<file path="config.mk">
export PLATFORM = sky130hd
export DESIGN_NAME = prog_loader_flat
export DESIGN_NICKNAME = d
export VERILOG_FILES = /design/src/rtl/prog_loader_if.sv /design/src/rtl/prog_loader.sv /design/src/flat_wrapper.sv
export SDC_FILE = /design/constraint.sdc
export NUM_CORES = 1
export LEC_CHECK = 0
export ABC_AREA = 0
export BUFFER_PORTS_ARGS = -buffer_cell sky130_fd_sc_hd__buf_4
export CAP_MARGIN = 25
export CELL_PAD_IN_SITES_DETAIL_PLACEMENT = 1
export CELL_PAD_IN_SITES_GLOBAL_PLACEMENT = 1
export CORE_MARGIN = 5
export CORE_UTILIZATION = 30
export CTS_CLUSTER_DIAMETER = 30
export DETAILED_ROUTE_END_ITERATION = 8
export GPL_TIMING_DRIVEN = 0
export PLACE_DENSITY_LB_ADDON = 0.3
export SETUP_SLACK_MARGIN = 0.1
export SYNTH_ARGS = -nofsm -noshare
export SYNTH_HDL_FRONTEND = slang
export SYNTH_SLANG_ARGS = --single-unit
export TNS_END_PERCENT = 30
</file>
<file path="constraint.sdc">
create_clock -name clk -period 4.1 [get_ports clk]
set_clock_uncertainty 0.2 [all_clocks]
set_input_delay 0.82 -clock clk [delete_from_list [all_inputs] [get_ports clk]]
set_output_delay 0.82 -clock clk [all_outputs]
set_load 0.05 [all_outputs]
</file>
<file path="src/rtl/prog_loader_if.sv">
// ============================================================================
// Module      : prog_loader_if
// Description : Byte-stream input and memory write port of the program loader.
// Revision    : 1.0
// ============================================================================
`default_nettype none

interface prog_loader_if #(
  parameter int ADDR_W = 8
) ();
  logic [7:0]        in_data;
  logic              in_valid;
  logic              in_ready;
  logic              mem_we;
  logic [ADDR_W-1:0] mem_addr;
  logic [7:0]        mem_wdata;

  // master: stream source and memory; slave: the loader itself
  modport master (
    output in_data, in_valid,
    input  in_ready, mem_we, mem_addr, mem_wdata
  );

  modport slave (
    input  in_data, in_valid,
    output in_ready, mem_we, mem_addr, mem_wdata
  );
endinterface

`default_nettype wire

</file>
<file path="src/rtl/prog_loader.sv">
// ============================================================================
// Module      : prog_loader
// Description : Framed-stream program loader; writes memory and gates CPU reset.
// Revision    : 1.0
// ============================================================================
`default_nettype none

module prog_loader #(
  parameter int         ADDR_W  = 8,
  parameter logic [7:0] MAGIC   = 8'hA5,
  parameter int         TIMEOUT = 1024
) (
  input  wire logic      clk,
  input  wire logic      rstn,
  prog_loader_if.slave   bus,
  input  wire logic      reload,
  output logic           cpu_rstn,
  output logic           busy,
  output logic           done,
  output logic           err
);

  localparam int IDLE_W = $clog2(TIMEOUT + 1);

  typedef enum logic [2:0] {
    S_IDLE = 3'd0,
    S_ADDR = 3'd1,
    S_LEN  = 3'd2,
    S_DATA = 3'd3,
    S_CHK  = 3'd4,
    S_RUN  = 3'd5
  } state_t;

  state_t            r_state;
  logic [ADDR_W-1:0] r_ptr;
  logic [8:0]        r_remain;
  logic [7:0]        r_sum;
  logic [IDLE_W-1:0] r_idle;
  logic              r_in_ready;
  logic              r_mem_we;
  logic [ADDR_W-1:0] r_mem_addr;
  logic [7:0]        r_mem_wdata;
  logic              r_cpu_rstn;
  logic              r_busy;
  logic              r_done;
  logic              r_err;

  logic              w_take;
  logic              w_timeout;
  logic [7:0]        w_chk_sum;

  always_comb begin
    w_take    = bus.in_valid & r_in_ready;
    w_chk_sum = r_sum + bus.in_data;
    // r_busy is high exactly in ADDR/LEN/DATA/CHK
    w_timeout = r_busy & ~w_take & (r_idle == IDLE_W'(TIMEOUT - 1));
  end

  always_ff @(posedge clk) begin
    if (!rstn) begin
      r_state     <= S_IDLE;
      r_ptr       <= '0;
      r_remain    <= '0;
      r_sum       <= '0;
      r_idle      <= '0;
      r_in_ready  <= 1'b0;
      r_mem_we    <= 1'b0;
      r_mem_addr  <= '0;
      r_mem_wdata <= '0;
      r_cpu_rstn  <= 1'b0;
      r_busy      <= 1'b0;
      r_done      <= 1'b0;
      r_err       <= 1'b0;
    end else begin
      r_mem_we <= 1'b0;

      if (w_take)
        r_idle <= '0;
      else if (r_busy)
        r_idle <= r_idle + IDLE_W'(1);

      if (w_timeout) begin
        r_state <= S_IDLE;
        r_busy  <= 1'b0;
        r_err   <= 1'b1;
      end else begin
        case (r_state)
          S_IDLE: begin
            r_in_ready <= 1'b1;
            if (w_take && bus.in_data == MAGIC) begin
              r_state <= S_ADDR;
              r_busy  <= 1'b1;
              r_err   <= 1'b0;
              r_done  <= 1'b0;
            end
          end
          S_ADDR: begin
            if (w_take) begin
              r_ptr   <= ADDR_W'(bus.in_data);
              r_state <= S_LEN;
            end
          end
          S_LEN: begin
            if (w_take) begin
              r_remain <= (bus.in_data == 8'd0) ? 9'd256 : {1'b0, bus.in_data};
              r_sum    <= '0;
              r_state  <= S_DATA;
            end
          end
          S_DATA: begin
            if (w_take) begin
              r_mem_we    <= 1'b1;
              r_mem_addr  <= r_ptr;
              r_mem_wdata <= bus.in_data;
              r_ptr       <= r_ptr + ADDR_W'(1);
              r_sum       <= r_sum + bus.in_data;
              r_remain    <= r_remain - 9'd1;
              if (r_remain == 9'd1)
                r_state <= S_CHK;
            end
          end
          S_CHK: begin
            if (w_take) begin
              r_busy <= 1'b0;
              if (w_chk_sum == 8'd0) begin
                r_state    <= S_RUN;
                r_done     <= 1'b1;
                r_cpu_rstn <= 1'b1;
                r_in_ready <= 1'b0;
              end else begin
                r_state <= S_IDLE;
                r_err   <= 1'b1;
              end
            end
          end
          S_RUN: begin
            if (reload) begin
              r_state    <= S_IDLE;
              r_cpu_rstn <= 1'b0;
              r_done     <= 1'b0;
              r_in_ready <= 1'b1;
            end
          end
          default: begin
            r_state <= S_IDLE;
          end
        endcase
      end
    end
  end

  assign bus.in_ready  = r_in_ready;
  assign bus.mem_we    = r_mem_we;
  assign bus.mem_addr  = r_mem_addr;
  assign bus.mem_wdata = r_mem_wdata;
  assign cpu_rstn      = r_cpu_rstn;
  assign busy          = r_busy;
  assign done          = r_done;
  assign err           = r_err;

endmodule

`default_nettype wire

</file>
<file path="src/flat_wrapper.sv">
// flat-port wrapper written by rule: the top's interface ports become plain ports
module prog_loader_flat 
#(
  parameter int         ADDR_W  = 8,
  parameter logic [7:0] MAGIC   = 8'hA5,
  parameter int         TIMEOUT = 1024
)
  (clk, rstn, reload, cpu_rstn, busy, done, err, bus_in_data, bus_in_valid, bus_in_ready, bus_mem_we, bus_mem_addr, bus_mem_wdata);
  prog_loader_if #(.ADDR_W(ADDR_W)) bus_i ();
  input  wire logic clk;
  input  wire logic rstn;
  input  wire logic reload;
  output logic cpu_rstn;
  output logic busy;
  output logic done;
  output logic err;
  input wire logic [$bits(bus_i.in_data)-1:0] bus_in_data;
  input wire logic [$bits(bus_i.in_valid)-1:0] bus_in_valid;
  output wire logic [$bits(bus_i.in_ready)-1:0] bus_in_ready;
  output wire logic [$bits(bus_i.mem_we)-1:0] bus_mem_we;
  output wire logic [$bits(bus_i.mem_addr)-1:0] bus_mem_addr;
  output wire logic [$bits(bus_i.mem_wdata)-1:0] bus_mem_wdata;
  assign bus_i.in_data = bus_in_data;
  assign bus_i.in_valid = bus_in_valid;
  assign bus_in_ready = bus_i.in_ready;
  assign bus_mem_we = bus_i.mem_we;
  assign bus_mem_addr = bus_i.mem_addr;
  assign bus_mem_wdata = bus_i.mem_wdata;
  prog_loader #(.ADDR_W(ADDR_W), .MAGIC(MAGIC), .TIMEOUT(TIMEOUT)) u_core (.clk(clk), .rstn(rstn), .bus(bus_i), .reload(reload), .cpu_rstn(cpu_rstn), .busy(busy), .done(done), .err(err));
endmodule
</file>
* Word-level counts from Yosys, hierarchy flattened *
Cells that the tools add are included.

operators by class
  add/sub/neg operators = 4
  reductions and logical operators = 22
  equality and inequality tests = 19
  mux-type cells = 37
  bitwise logic cells = 7

operator list
  operator               number
  $mux 8                 4
  $pmux 8 s2             2
  $mux 9                 3
  $mux 3                 8
  $pmux 3 s6             1
  $pmux 9 s2             1
  $logic_not 8->1        2
  $ne 2x1->1 const B     7
  $mux 1                 13
  $reduce_and 4->1       3
  $add 11x1->11 const B  1
  $eq 11x10->1 const B   1
  $reduce_and 5->1       2
  $eq 9x1->1 const B     1
  $sub 9x1->9 const B    1
  $add 8x1->8 const B    1
  $add 8x8->8            1
  $eq 8x8->1 const B     1
  $reduce_bool 2->1      4
  $reduce_and 7->1       1
  $eq 3x2->1 const B     2
  $eq 3x3->1 const B     2
  $ne 3x1->1 const B     2
  $pmux 1 s2             3
  13 further kinds       22

storage, ports and cells
  output and inout bits = 22
  logic and storage cells = 102
  register bits after elaboration = 61
  input port bits = 12

* Longest topological paths before layout *
Gate-level depths: netlist (run 1).

  depth after elaboration = 6
  gate-level depth with buffers = 9

* Least setup slack after synthesis (run 1) *
No wires, ideal clock.

  path type = in2reg
  start point = in bus_in_data[0]
  end point = reg u_core.r_state[0]
  data arrival time = 2584 ps
  path buffers = 0
  stages on the path = 8
  slack = 1248 ps
  cell sequence = ha_1 > inv_1 > fa_1 > nand2b_1 > a21oi_1 > o311ai_1 > or4_1 > o21ai_2

between the ends
  longest elaborated chain between the ends = 5
  elaborated cells on any way between the ends = 9
  those cells by class = add/sub: 1; eq/ne: 2; mux: 3; reduce/logical: 3

RTL lines
  what                  line                source
  from (decl)           flat_wrapper.sv:17  input wire logic [$bits(bus_i.in_data)-1:0] bus_in_data;
  $add 8x8->8           prog_loader.sv:54   w_chk_sum = r_sum + bus.in_data;
  $logic_not 8->1       prog_loader.sv:125  if (w_chk_sum == 8'd0) begin
  $mux 3                prog_loader.sv:125
  $mux 3                prog_loader.sv:123  if (w_take) begin
  $pmux 3 s6            prog_loader.sv:87   case (r_state)
  to (signal assigned)  prog_loader.sv:91   r_state <= S_ADDR;
  to (signal assigned)  prog_loader.sv:126  r_state <= S_RUN;
  to (signal assigned)  prog_loader.sv:131  r_state <= S_IDLE;
  to (decl)             prog_loader.sv:34   state_t r_state;

Several ways; a longest one is shown, not always the timed one. The select of a mux whose other input is x is not followed.
A chain may end at the register's enable or synchronous reset.

* Worst setup path after layout (run 1) *
Ends and elaborated chain as after synthesis.

==> results of run 1 <==
-- cells in the final DEF (no fill, tap or decap), types with 3 or more instances in the layout --
| cell type | n |
|---|---|
| xnor2_1 | 3 |
| nor2b_1 | 13 |
| dfxtp_1 | 61 |
| nor3b_1 | 3 |
| clkbuf_8 | 9 |
| o22ai_1 | 3 |
| a21boi_0 | 18 |
| clkbuf_1 | 17 |
| nand2_1 | 63 |
| nand4_1 | 3 |
| o21ai_0 | 20 |
| and3_1 | 7 |
| nor3_1 | 5 |
| buf_4 | 34 |
| nor4b_1 | 3 |
| nand3_1 | 11 |
| nand2b_1 | 3 |
| o221a_2 | 5 |
| a22oi_1 | 9 |
| inv_1 | 10 |
| a31oi_1 | 4 |
| nor2_1 | 36 |
| ha_1 | 11 |
| nor4_1 | 5 |
| a21oi_1 | 26 |
| and2_1 | 10 |
| bufinv_16 | 4 |
| xor2_1 | 11 |
-- final timing paths --
check,endpoint,slack (ps),depth (start not counted)
setup reg to reg,u_core.r_state[0]$_SDFFE_PP0P_,1410,8
hold / removal,u_core.bus.mem_addr[2]$_SDFFE_PN0P_,270,2
setup / recovery,u_core.r_state[0]$_SDFFE_PP0P_,1130,9
hold reg to reg,u_core.bus.mem_addr[2]$_SDFFE_PN0P_,270,2
-- report_power, final --
group | switching [uW] | leakage, uW | internal [uW] | total [uW]
logic | 67.9 | 0.000847 | 36.6 | 104
registers | 5.17 | 0.000492 | 597 | 602
clock network | 270 | 0.000134 | 470 | 739
-- routing by layer --
| metal | up-vias | track usage, % | routed length, um | share of wire (%) |
|---|---|---|---|---|
| met3 | 9 | 4.18 | 298 | 3.0 |
| li1 | 1529 | - | - | - |
| met2 | 36 | 28.4 | 5050 | 51 |
| met1 | 1559 | 19.1 | 4500 | 45 |
| met4 | 0 | 3.80 | 116 | 1.2 |
| met5 | - | 0 | 0 | 0 |
-- cells by family (layout without fill, tap and decap cells) --
logic type	after synthesis	after routing	share of synthesized area (%)
simple gates	178	178	27.4
flops	61	61	37.3
mux	1	1	0.306
xor+xnor	14	14	3.74
fa+ha+maj	12	12	4.81
buf+inv	31	81	3.74
compound gates	109	109	22.7
-- through the flow --
step	utilization [%]	instances	setup WS (ps)	area [sq um]
after global placement	34.4	579	797	3700
final	37.0	596	1130	3980
after detailed placement	34.4	579	779	3700
after global routing	37.0	596	1040	3980
after floorplan	-	406	1250	3270
after CTS	36.9	595	1140	3970
-- registers in the layout (all words and copies together), names as in the netlist --
| signal | count |
|---|---|
| u_core.done | 1 |
| u_core.bus.in_ready | 1 |
| u_core.r_state | 3 |
| u_core.r_idle | 11 |
| u_core.r_remain | 9 |
| u_core.r_ptr | 8 |
| u_core.busy | 1 |
| u_core.r_sum | 8 |
| u_core.bus.mem_we | 1 |
| u_core.cpu_rstn | 1 |
| u_core.bus.mem_wdata | 8 |
| u_core.err | 1 |
| u_core.bus.mem_addr | 8 |
-- worst max-delay path, stage by stage --
cell and delay [ps]:
buf_4 120, ha_1 180, inv_1 60, fa_1 400, nand2b_1 190, a21oi_1 210, o311ai_1 310, or4_1 610
o21ai_2 140
-- area by class of cell --
class                           count  area, sq um  share of cell area (%)
Multi-Input combinational cell    314         1930                    48.6
Buffer                             21         85.1                    2.14
Clock buffer                        9          124                    3.12
Sequential cell                    61         1220                    30.7
Inverter                           10         37.5                   0.944
Timing Repair Buffer               34          255                    6.42
Tap cell                          140          175                    4.41
Clock inverter                      7          146                    3.68
==> reports/metrics.csv, run 1 <==
stage,metric,value,unit
timing,slew_headroom,34.0,%
cts,post_cts_buffers,0,
cts,cts_buffer_depth,2,
critical_path,path_max_fanout,7,
finish,antenna_cells,0,
pwr,power_density,364,nW/um^2
global_route,grt_start_max_net_pins,13,
finish,syn_to_final_growth,21.4,%
route,drc,0,
finish,drive_gt1_share,15.1,%
critical_path,r2r-start,u_core.r_sum[0]$_SDFFE_PN0P_,
die,die_h,114,um
timing,final_max_slew_viol_count,0,
route,ant_nets,0,
cts,cts_buffers,9,
timing,clock.fmax,337,MHz
timing,fin_setup_tns,0,ps
yosys,synth.most_common_cell,nand2_1,
placement,portBuffers,33,
yosys,synth_seq_area_share,37.3,%
yosys,synth_cell_type_count,58,
route,first_iter_violations,142,
die,chipWidth,114,um
global_route,antenna_found_initial,0,
route,vias_per_cell,5.26,
yosys,yosysTopAreaCellShare,37.3,%
finish,nets,475,
pwr,max-vdd-ir-drop,157,uV
critical_path,critPathLaunch,bus_in_data[0],
route,vias,3133,
die,rows,38,
route,routedWlPerCell,16.7,um
placement,dpl.hpwl,7410,um
route,wl,9960,um
placement,place_congestion,0.807,
run,maxCapViolations,0,
timing,min_period,2970,ps
yosys,synth_flop_cell,dfxtp_1,
yosys,yosys.area.top_type,dfxtp_1,
die,core,10700,sq um
yosys,synth-async-reset-ratio,0,%
pwr,leakage,0.00147,uW
timing,finalSetupViolations,0,
cts,cts_max_level,3,
cts,cts_sinks,61,
yosys,yosys-top-cells-count,"63 x nand2_1, 61 x dfxtp_1, 36 x nor2_1",
cts,clk_pin_slew,80,ps
global_route,grt_pass1_wl,16500,um
outcome,status,"complete, no violations",
yosys,synth_edf_count,0,
critical_path,cp.arrival,3040,ps
timing,worstMarginPinSlew,977,ps
timing,finalCritPeriodShare,72.4,%
timing,final_hold_viol_count,0,
die,start_util,30.5,%
yosys,ys_seq_elements,61,
yosys,syn_area,3270,sq um
hold_path,hp-start,u_core.bus.mem_addr[2]$_SDFFE_PN0P_,
yosys,synthCells,406,
cts,cts_tree,done,
global_route,overflow,0,
pwr,p_total,1450,uW
global_route,track_usage,16.0,%
die,die_area,13100,sq um
critical_path,start_kind,primary input,
cts,clk_latency,350,ps
yosys,avgSynthCellArea,8.07,sq um
finish,nFillCells,1348,
cts,cts-root-buf,clkbuf_8,
cts,holdBufCountCts,0,
timing,rsz0062_at_grt,false,
critical_path,crit_type,primary input to flop,
die,ios,34,
timing,whs,268,ps
hold_path,hold_class,flop to flop,
yosys,yosys_warnings,0,
yosys,syn_nets,430,
global_route,grt_pass1_vias,3275,
cts,cts_resized,0,
yosys,synth_area_leaders,"dfxtp_1 37%, nand2_1 7.2%, ha_1 4.2%",
critical_path,crit_required,4180,ps
route,drt-pass1-iter-count,4,
critical_path,end_kind,flop,
(Power assumes the default switching activity.)
==> inputs of run 2 (changes only) <==
--- a/config.mk
+++ b/config.mk
@@ -5,7 +5,7 @@
 export SDC_FILE = /design/constraint.sdc
 export NUM_CORES = 1
 export LEC_CHECK = 0
-export ABC_AREA = 0
+export ABC_AREA = 1
 export BUFFER_PORTS_ARGS = -buffer_cell sky130_fd_sc_hd__buf_4
 export CAP_MARGIN = 25
 export CELL_PAD_IN_SITES_DETAIL_PLACEMENT = 1
==> constraint.sdc (replaced) <==
create_clock -name clk -period 2.8 [get_ports clk]
set_clock_uncertainty 0.2 [all_clocks]
set_input_delay 0.56 -clock clk [delete_from_list [all_inputs] [get_ports clk]]
set_output_delay 0.56 -clock clk [all_outputs]
set_load 0.05 [all_outputs]
==> run 2 against run 1 <==
Compared with the run above:
- clock-buffer cell count is the same
- final cell count is 8.1% higher
- power up 82%
- critical path depth up 4
- via count rose by 0.80%
- largest power group is now registers
- register-to-register slack worse by 1100 ps
- final area shrank 3.1%
- clock power increased by 21%
==> reports/metrics.csv, run 2 <==
stage,metric,value,unit,change
outcome,status,"complete, no violations",,
die,chipWidth,113,um,-0.93%
route,wl,9360,um,-6.0%
critical_path,cp_num_cells,13,,+4
yosys,synth_top_family_by_area,simple AND/OR/NAND/NOR gates,,
critical_path,end_kind,flop,,
hold_path,hold_class,flop to flop,,
cts,clk_latency,350,ps,about the same
timing,fin_setup_tns,0,ps,unchanged
die,rows,37,,-2.6%
critical_path,reg2reg_slack,300,ps,-1110 ps
yosys,avgSynthCellArea,6.99,sq um,-13%
global_route,grt_start_max_net_pins,13,,unchanged
finish,top_regs,"u_core.r_idle x11, u_core.r_remain x9",,
critical_path,path_delay_family,simple AND/OR/NAND/NOR gates,,
route,drt-pass1-iter-count,4,,unchanged
yosys,synthCells,459,,+13%
timing,final_hold_viol_count,0,,unchanged
finish,largest_reg_flops,11,,unchanged
timing,min_period,2500,ps,
pwr,power_density,682,nW/um^2,+87%
yosys,ys_seq_elements,61,,unchanged
hold_path,min_to,u_core.bus.mem_addr[0]$_SDFFE_PN0P_,,
critical_path,reg2reg_depth,13,,+5
yosys,synth_area_leaders,"dfxtp_1 38%, nand2_1 11%, inv_1 6.9%",,
yosys,yosys.area_share.simple,28.0,%,+0.64 points
yosys,yosys-top-cells-count,"93 x nand2_1, 61 x dfxtp_1, 59 x inv_1",,
critical_path,cpPeakStageDelay,420,ps,-190 ps
cts,holdBufCountCts,0,,unchanged
route,drc,0,,unchanged
critical_path,start_kind,flop,,
placement,dpl.hpwl,7320,um,-1.2%
route,vias_per_cell,4.90,,-6.7%
pwr,max-vdd-ir-drop,279,uV,+78%
cts,cts_resized,0,,unchanged
yosys,yosys_warnings,0,,unchanged
critical_path,r2r_end,u_core.bus.in_ready$_SDFFE_PN0P_,,
critical_path,crit_type,flop to flop,,
critical_path,crit_required,2840,ps,-1340 ps
cts,post_cts_buffers,0,,unchanged
yosys,syn_nets,483,,+12%
timing,slew_headroom,57.2,%,+23 points
die,die_area,12900,sq um,-1.9%
cts,cts_tree,done,,
yosys,synth.most_common_cell,nand2_1,,
finish,final_common_cell,nand2_1,,
timing,finalSetupViolations,0,,unchanged
finish,register_area,1220,sq um,unchanged
cts,cts_sinks,61,,unchanged
yosys,syn_area,3210,sq um,-2.0%
finish,drive_gt1_share,14.0,%,-1.2 points
critical_path,cpMaxStageDelayCell,fa_1,,
pwr,p_total,2630,uW,+82%
route,routedWlPerCell,14.5,um,-13%
yosys,synth_cell_type_count,35,,-40%
route,vias,3158,,+0.80%
critical_path,r2r-start,u_core.r_sum[0]$_SDFFE_PN0P_,,
yosys,yosys.area.top_type,dfxtp_1,,
yosys,synthMuxAreaShare,0,%,-0.31 points
yosys,synth-async-reset-ratio,0,%,unchanged
die,ios,34,,unchanged
timing,clock.fmax,400,MHz,
finish,antenna_cells,0,,unchanged
cts,cts_max_level,3,,unchanged
yosys,synth-compound-area-share,18.6,%,-4.1 points
placement,place_congestion,0.796,,-1.4%
critical_path,worstPathCellList,ha_1 -> inv_1 -> fa_1 -> inv_1 -> nand2_1 -> nand2_1 -> nand3_1 -> nand3_1 -> nand2_1 -> nor2_1 -> nand3_1 -> o21ai_0 -> a21oi_1,,
hold_path,hp-start,u_core.bus.mem_addr[0]$_SDFFE_PN0P_,,
finish,nets,527,,+11%
hold_path,holdPathStages,2,,unchanged
cts,cts-root-buf,clkbuf_8,,
global_route,grt_pass1_vias,3289,,+0.43%
cts,cts_buffer_depth,2,,unchanged
cts,clk_pin_slew,80,ps,about the same
global_route,overflow,0,,unchanged
placement,portBuffers,33,,unchanged
die,start_util,30.9,%,+0.46 points
critical_path,path_max_fanout,4,,-3
die,die_h,113,um,-0.93%
timing,finalCritPeriodShare,89.4,%,
route,ant_nets,0,,unchanged
finish,final_cell_mix,"92 x nand2_1, 61 x dfxtp_1, 59 x inv_1",,
route,first_iter_violations,146,,+2.8%
timing,worstMarginPinSlew,642,ps,-335 ps
global_route,grt_pass1_wl,16100,um,-2.0%
yosys,synth_edf_count,0,,unchanged
finish,top_register,u_core.r_idle,,
finish,syn_to_final_growth,20.0,%,
critical_path,cp.arrival,2550,ps,-490 ps
finish,final_area,3850,sq um,-3.1%
yosys,synthAdderAreaFrac,4.91,%,+0.10 points
yosys,yosysTopAreaCellShare,38.1,%,+0.77 points
finish,nFillCells,1342,,-0.45%
die,core,10400,sq um,-3.5%
placement,placed_area,3630,sq um,-1.9%
global_route,antenna_found_initial,0,,unchanged
timing,final_max_slew_viol_count,0,,unchanged
cts,cts_buffers,9,,unchanged
yosys,synth_seq_area_share,38.1,%,+0.77 points
timing,rsz0062_at_grt,false,,
finish,multi_input_area,1700,sq um,-12%
yosys,synth_xor_area_share,1.37,%,-2.4 points
yosys,synth_flop_cell,dfxtp_1,,
global_route,track_usage,15.5,%,-0.43 points
critical_path,path_buf_inv,2,,unchanged
run,maxCapViolations,0,,unchanged
pwr,leakage,0.00174,uW,+18%
==> run 2: cell types whose count changed in the layout (fill, tap and decap cells not counted), sizes merged, moves of 15 or more <==
cell    change
nand3      +15
a21boi     -18
nor2       +15
o21ai      +25
nand2      +31
inv        +56
==> run 2: how the worst max path moves through the flow <==
stage | slack, ps | startpoint | endpoint
2_1_floorplan | 470 | bus_in_data[0] | u_core.done$_SDFFE_PN0P_
3_3_place_gp | 30 | bus_in_data[0] | u_core.done$_SDFFE_PN0P_
3_5_place_dp | -60 | bus_in_data[0] | u_core.done$_SDFFE_PN0P_
4_1_cts | 260 | u_core.r_sum[0]$_SDFFE_PN0P_ | u_core.done$_SDFFE_PN0P_
5_1_grt | 120 | u_core.r_sum[0]$_SDFFE_PN0P_ | u_core.done$_SDFFE_PN0P_
6_report | 300 | u_core.r_sum[0]$_SDFFE_PN0P_ | u_core.bus.in_ready$_SDFFE_PN0P_
==> run 2: routing by layer <==
metal	routed length (um)	vias to the layer above	track usage [%]
met5	0	-	0
met4	182	0	4.73
met3	279	16	3.77
met2	4490	38	25.9
met1	4410	1492	19.9
li1	-	1612	-
==> run 2: cells by family (layout without fill, tap and decap cells) <==
kind of cell / after synthesis / count (layout)
AND/OR/NAND/NOR: 197 / 197
AO/OA/AOI/OAI: 108 / 108
buffers and inverters: 76 / 125
flip-flops: 61 / 61
adder cells (fa/ha/maj): 12 / 12
XOR/XNOR: 5 / 5
==> run 2: per-stage QoR <==
stage / util, % / setup slack, ps / hold WS, ps / instances
after floorplan: - / 471 / 242 / 459
after global placement: 35.0 / 30.7 / 261 / 628
after detailed placement: 35.0 / -63.7 / 272 / 628
after CTS: 37.1 / 259 / 284 / 644
after global routing: 37.1 / 121 / 310 / 644
final: 37.1 / 298 / 280 / 644
==> run 2: layout make-up <==
cell class	instances	share of cell area, %
multi-input cells	322	44.1
flip-flops and latches	61	31.7
repair buffers	33	6.43
inverters	65	6.34
well taps	136	4.42
clock buffers	9	3.22
clock inverters	7	2.53
plain buffers	11	1.20
==> run 2: worst min-delay path, stage by stage (launching register included) <==
cell	delay, ps
dfxtp_1	310
nand3_1	70
o21ai_1	50
==> run 2: power by group <==
part           total, uW  switching, uW  internal (uW)  leakage [uW]
combinational        716            497            219       0.00115
sequential          1010           73.4            941      0.000493
clock                894            389            505      0.000106
